==> src/rtl/segment_pkg.sv <==
// segment_pkg: shared seven-segment glyph table and segment bit-order constants
package segment_pkg;
  localparam int SEG_A = 0;
  localparam int SEG_B = 1;
  localparam int SEG_C = 2;
  localparam int SEG_D = 3;
  localparam int SEG_E = 4;
  localparam int SEG_F = 5;
  localparam int SEG_G = 6;
  localparam int NUM_SEGS = 7;
  localparam int NUM_GLYPHS = 32;
  typedef enum logic [4:0] {
    CODE_BLANK  = 5'd16,
    CODE_DASH   = 5'd17,
    CODE_H      = 5'd18,
    CODE_L      = 5'd19,
    CODE_P      = 5'd20,
    CODE_U      = 5'd21,
    CODE_R      = 5'd22,
    CODE_N      = 5'd23,
    CODE_O      = 5'd24,
    CODE_Y      = 5'd25,
    CODE_J      = 5'd26,
    CODE_UNDER  = 5'd27,
    CODE_EQUALS = 5'd28,
    CODE_OVER   = 5'd29,
    CODE_DEGREE = 5'd30,
    CODE_LAMP   = 5'd31
  } code_e;
  // Active-high {g,f,e,d,c,b,a} patterns, listed from code 31 down to code 0.
  localparam logic [NUM_GLYPHS-1:0][NUM_SEGS-1:0] GLYPH_TABLE = {
    7'h7F, 7'h63, 7'h01, 7'h48, 7'h08, 7'h1E, 7'h6E, 7'h5C,
    7'h54, 7'h50, 7'h3E, 7'h73, 7'h38, 7'h76, 7'h40, 7'h00,
    7'h71, 7'h79, 7'h5E, 7'h39, 7'h7C, 7'h77, 7'h6F, 7'h7F,
    7'h07, 7'h7D, 7'h6D, 7'h66, 7'h4F, 7'h5B, 7'h06, 7'h3F
  };
  function automatic logic [NUM_SEGS-1:0] glyph(input logic [4:0] code);
    return GLYPH_TABLE[code];
  endfunction
endpackage

==> src/rtl/segment_glyph_rom.sv <==
// segment_glyph_rom: 5-bit symbol code to active-high 7-segment pattern
module segment_glyph_rom
  import segment_pkg::*;
(
  input  logic [4:0] code,
  output logic [6:0] pattern
);
  assign pattern = glyph(code);
endmodule

==> src/rtl/binary_to_segment.sv <==
// binary_to_segment: registered seven-segment driver with blank override and polarity select
module binary_to_segment
  import segment_pkg::*;
#(
  parameter bit ACTIVE_LOW = 1'b1
) (
  input  logic       clk,
  input  logic       rst_n,
  input  logic [4:0] seven_in,
  input  logic       blank,
  output logic [6:0] seven_out
);
  logic [6:0] pattern;
  logic [6:0] drive;
  segment_glyph_rom u_rom (
    .code    (seven_in),
    .pattern (pattern)
  );
  assign drive = (blank ? 7'h00 : pattern) ^ {NUM_SEGS{ACTIVE_LOW}};
  // Output register; reset drives the dark pattern for the selected polarity.
  always_ff @(posedge clk or negedge rst_n)
    if (!rst_n) seven_out <= {NUM_SEGS{ACTIVE_LOW}};
    else seven_out <= drive;
endmodule

==> config.mk <==
export PLATFORM = sky130hd
export DESIGN_NAME = binary_to_segment
export DESIGN_NICKNAME = d
export VERILOG_FILES = /design/src/rtl/segment_pkg.sv /design/src/rtl/segment_glyph_rom.sv /design/src/rtl/binary_to_segment.sv
export SDC_FILE = /design/constraint.sdc
export NUM_CORES = 1
export LEC_CHECK = 0
export ABC_AREA = 1
export CORE_MARGIN = 10
export CORE_UTILIZATION = 46
export CTS_CLUSTER_DIAMETER = 50
export CTS_CLUSTER_SIZE = 12
export DETAILED_ROUTE_END_ITERATION = 8
export GPL_ROUTABILITY_DRIVEN = 0
export PLACE_DENSITY = 0.74
export REMOVE_ABC_BUFFERS = 1
export SYNTH_ARGS = -nofsm -noshare
export SYNTH_HDL_FRONTEND = slang
export SYNTH_SLANG_ARGS = --single-unit
==> constraint.sdc <==
create_clock -name clk -period 0.8 [get_ports clk]
set_clock_uncertainty 0.2 [all_clocks]
set_input_delay 0.12 -clock clk [delete_from_list [all_inputs] [get_ports clk]]
set_output_delay 0.12 -clock clk [all_outputs]
set_load 0.1 [all_outputs]
Yosys cells after proc, flatten, opt, wreduce, memory -nomap -nowiden
Memories as Yosys holds them, arrays and structs flattened.
Cells that the tools add are included.
{"block": "totals", "register_bits": 7, "rom_bits": 224, "input_bits": 8, "out_inout_bits": 7, "n_memories": 1}
{"memory": "(name not given)", "words": 32, "word_bits": 7, "rd": 1, "rd_ports_with_merged_regs": 0, "write_ports": 0, "line_no": "segment_pkg.sv:38", "rtl": "return GLYPH_TABLE[code];"}
{"block": "classes", "magnitude_cmp": 1, "muxes": 2, "bitwise_logic": 1}
{"cell": "7-bit two-way mux", "count": 2}
{"cell": "7-bit inverter", "count": 1}
{"cell": "5-bit by 6-bit < comparator with 1-bit output, second input constant", "count": 1}

Longest topological paths before layout
{"block": "depth", "depth_word": 4, "mapped_depth": 9, "depth_no_buf": 9}

Hierarchy
Synthesis repeated with hierarchy kept, for this count alone.
{"block": "hier_totals", "hier_cells": 121, "hier_area_um2": 763.2}
{"mod": "segment_glyph_rom", "instances": 1, "cells_each": 106, "area_per_inst_um2": 549.3, "seq_area_each_um2": 0.0}
{"mod": "binary_to_segment", "instances": 1, "cells_each": 15, "area_per_inst_um2": 214.0, "seq_area_each_um2": 183.9}

Least setup slack after synthesis
OpenSTA, ideal clock, no wires.
{"block": "synth_path", "path_kind": "reg2out", "from": "register seven_out[0]", "to": "output seven_out[0]", "arrival_time_ns": 0.823, "required_time_ns": 0.480, "path_slack_ns": -0.343, "stages_incl_launch_ff": 1, "n_path_buf": 0, "cell_sequence": "dfstp_2"}
{"element": "from (decl)", "line_no": "binary_to_segment.sv:11", "rtl": "output logic [6:0] seven_out"}
{"element": "from (signal assigned)", "line_no": "binary_to_segment.sv:22", "rtl": "if (!rst_n) seven_out <= {NUM_SEGS{ACTIVE_LOW}};"}
{"element": "from (signal assigned)", "line_no": "binary_to_segment.sv:23", "rtl": "else seven_out <= drive;"}
No word-level cell between the ends.

Worst setup path in the final report
{"block": "layout_path", "from": "register seven_out[1]", "to": "output seven_out[1]"}
No word-level cell between the ends.

==> results.md <==
- Seq/Total Area, Yosys: a little under a quarter
- Top cell family by delay on the critical path: flip-flops
- CTS clk-pin slew, worst paths: 0.05 ns
- Fill count: between 70 and 80
- Area Growth Syn to Fin: 81.8%
- GR Layer Usage met1: a little over an eighth
- Max_cap viols: 0
- Count leader, synth: nand2_1
- Core Region: between 0.0015 and 0.002 mm^2
- Worst EP arrival: between 0.9 and 1 ns
- Crit Path Max Fanout: 1
- Layout cells sized above 1: between 60% and 70%
- Layout Nets: 164
- Post-synth EDFFs: 0
- Antenna diodes: 0
- # H-tree levels: 1
- Syn Area/Cell: ~7.1 um^2
- Grt total ovfl: 0
- Top cells by count, synth: nand2_1, nand3_1, inv_1
- M3 GR Usage: under 10%
- FMAX: around 780 MHz
- Cell area after synthesis: between 800 and 900 um^2
- Row cnt: 15
- Final HPWL DP: 1660 um
- Pin slew with the least headroom to its limit: between 0.2 and 0.3 ns
- Max-slew violations: 0
- Leakage: 0.674 nW
- Die area: 0.00384 mm^2
- Post-place setup slack: -0.906 ns
- Hold_ws: roughly 0.12 ns
- Yosys warns: 0
- # IOs: 15
- Vias after detailed routing: approximately 960
- Critical Path RT: 0.48 ns
- Root buffer cell: clkbuf_4
- Ys async rst share: 100%
- GR peak layer: met2
- CP Launch Type: flop
- CP bufs+invs: 1
- Final setup viols: 14
- Internal: 0.993 mW
- DR vias/cell: between 5 and 6
- Failing checks: negative setup slack
- Initial antenna violation count: 0
- Slowest CP cell: dfstp_2
- Dpl cell area: between 0.001 and 0.0015 mm^2
- ANT nets after route: 0
- FF+latch count, synth: 7
- Switch share: roughly 43%
- Largest net degree at the start of global routing: 16
- Status: complete, but fails checks
- Logic gate share of total power: between 50% and 60%
- Power density cells: about 1200 mW/mm^2
- Largest area contributor in the netlist: dfstp_2
- Largest regs: seven_out (7)
- Initial cell density of the core: 47.5%
- Critical path class: reg2out
- Iter 0 DRT Violations: around 50
- Sw Pwr: 0.746 mW
- FF/Latch Area: around 180 um^2
- Pre-antenna DRT Iters: 4
- DRC Markers: 0
- Final period util: 161%
- First-pass GRT wire length: approximately 4200 um
- CP endpoint kind: output port
- VDD IR-drop max: roughly 0.66 mV
- Top reg by flops: seven_out
- Crit-path max cell delay: approximately 0.54 ns
- I/O Buffers: 14
- TNS Setup: -4.42 ns
- Met2 usage: about 28%
- Sink Count: 7
- CTS tree: built
- Synth area leaders: dfstp_2, nand2_1, ha_1, nand3_1, buf_6
- Cells along the critical path: buf_12
- CTS Buf Count: 3
- Final worst slack: -0.489 ns
- Vias in the first global route: slightly below 1,000
- Max reg flops: 7
- Die height: 62.0 um
- Max Root-Sink Buffers: 2
- Yosys cell types: 17
- DIE WIDTH: a little over 60 um
- Reg power frac: about a quarter
- Final hold violation count: 0
- Relative slew slack: between 80% and 90%
- RSZ-0062 raised after global routing: yes
- Worst hold path type: in2async
- Synthesized netlist cell count: roughly 120
- Total power: between 1.5 and 2 mW
- Tmin final: roughly 1.3 ns
- Routed WL per cell: approximately 18 um
- WL final: around 3000 um
- Clk network pwr share: between 10% and 20%
- Multi-input gate area: around 740 um^2
- Fin area: 0.00147 mm^2
- GRT Util Overall: between 10% and 20%
- Ys flop type: dfstp_2
- Yosys top cell area share: 22.7%
-- layer usage --
layer,vias to the layer above,share of wire (%)
li1,422,-
met1,453,36
met2,68,51
met3,15,7.5
met4,0,4.7
met5,-,0
-- kinds of logic (layout without fill, tap and decap cells) --
kind of cell / count (synthesis) / in the layout / synth area share [%]
compound gates: 9 / 9 / 6.48
flops: 7 / 7 / 22.7
simple gates: 72 / 72 / 42.7
buf+inv: 18 / 49 / 14.2
fa+ha+maj: 9 / 9 / 13.9
-- final timing paths --
check,endpoint,depth (start not counted),startpoint
setup / recovery,seven_out[1],1,seven_out[1]
hold / removal,seven_out[1],2,rst_n
max in group asynchronous,seven_out[2],2,rst_n
min in group clk,seven_out[6],5,seven_in[3]
-- through the flow --
| stage | util, % | std cells |
|---|---|---|
| floorplan | - | 109 |
| global placement | 64.8 | 161 |
| detailed placement | 64.8 | 161 |
| CTS | 79.5 | 169 |
| global route | 86.3 | 171 |
| finish | 86.3 | 171 |
-- timing repair --
action | 4_1_cts | 5_1_grt
pin swaps | 25 | 19
resized for setup | 76 | 25
hold buffers | 0 | 0
setup endpoints to repair | 14 | 14
setup buffers | 3 | 3
gates cloned | 1 | 0
-- area by class of cell --
| type | count | area share (%) |
|---|---|---|
| multi-input combinational | 90 | 50.4 |
| timing repair buffer | 33 | 28.6 |
| tap | 25 | 2.12 |
| clock buffer | 4 | 1.78 |
| inverter | 12 | 4.58 |
| sequential | 7 | 12.5 |
-- power by group through the flow --
stage	Combinational (mW)	Sequential [mW]	Clock [mW]
after floorplan	0.215	0.650	0
after global placement	0.748	0.435	0
after detailed placement	0.760	0.437	0
after CTS	0.873	0.432	0.316
after global routing	1.03	0.434	0.331
final	0.987	0.432	0.319
-- cell usage in the layout, fill, tap and decap left out --
cell type and instances:
buf_4 8, ha_2 1, buf_12 10, inv_1 3
nor2_2 2, nand2_1 31, clkdlybuf4s50_1 1, nand3_2 15
buf_6 7, ha_4 8, clkbuf_1 1, buf_2 2
inv_4 4, a21oi_1 2, buf_8 3, inv_6 1
inv_8 1, o21ai_2 1, a21oi_2 6, nor2_1 2
inv_2 3, nor2_4 2, nand2_4 6, nand2_2 8
dfstp_2 7, nand3_1 6, clkbuf_4 3, dlygate4sd2_1 2
No activity file was read; power rests on OpenSTA's default activity.
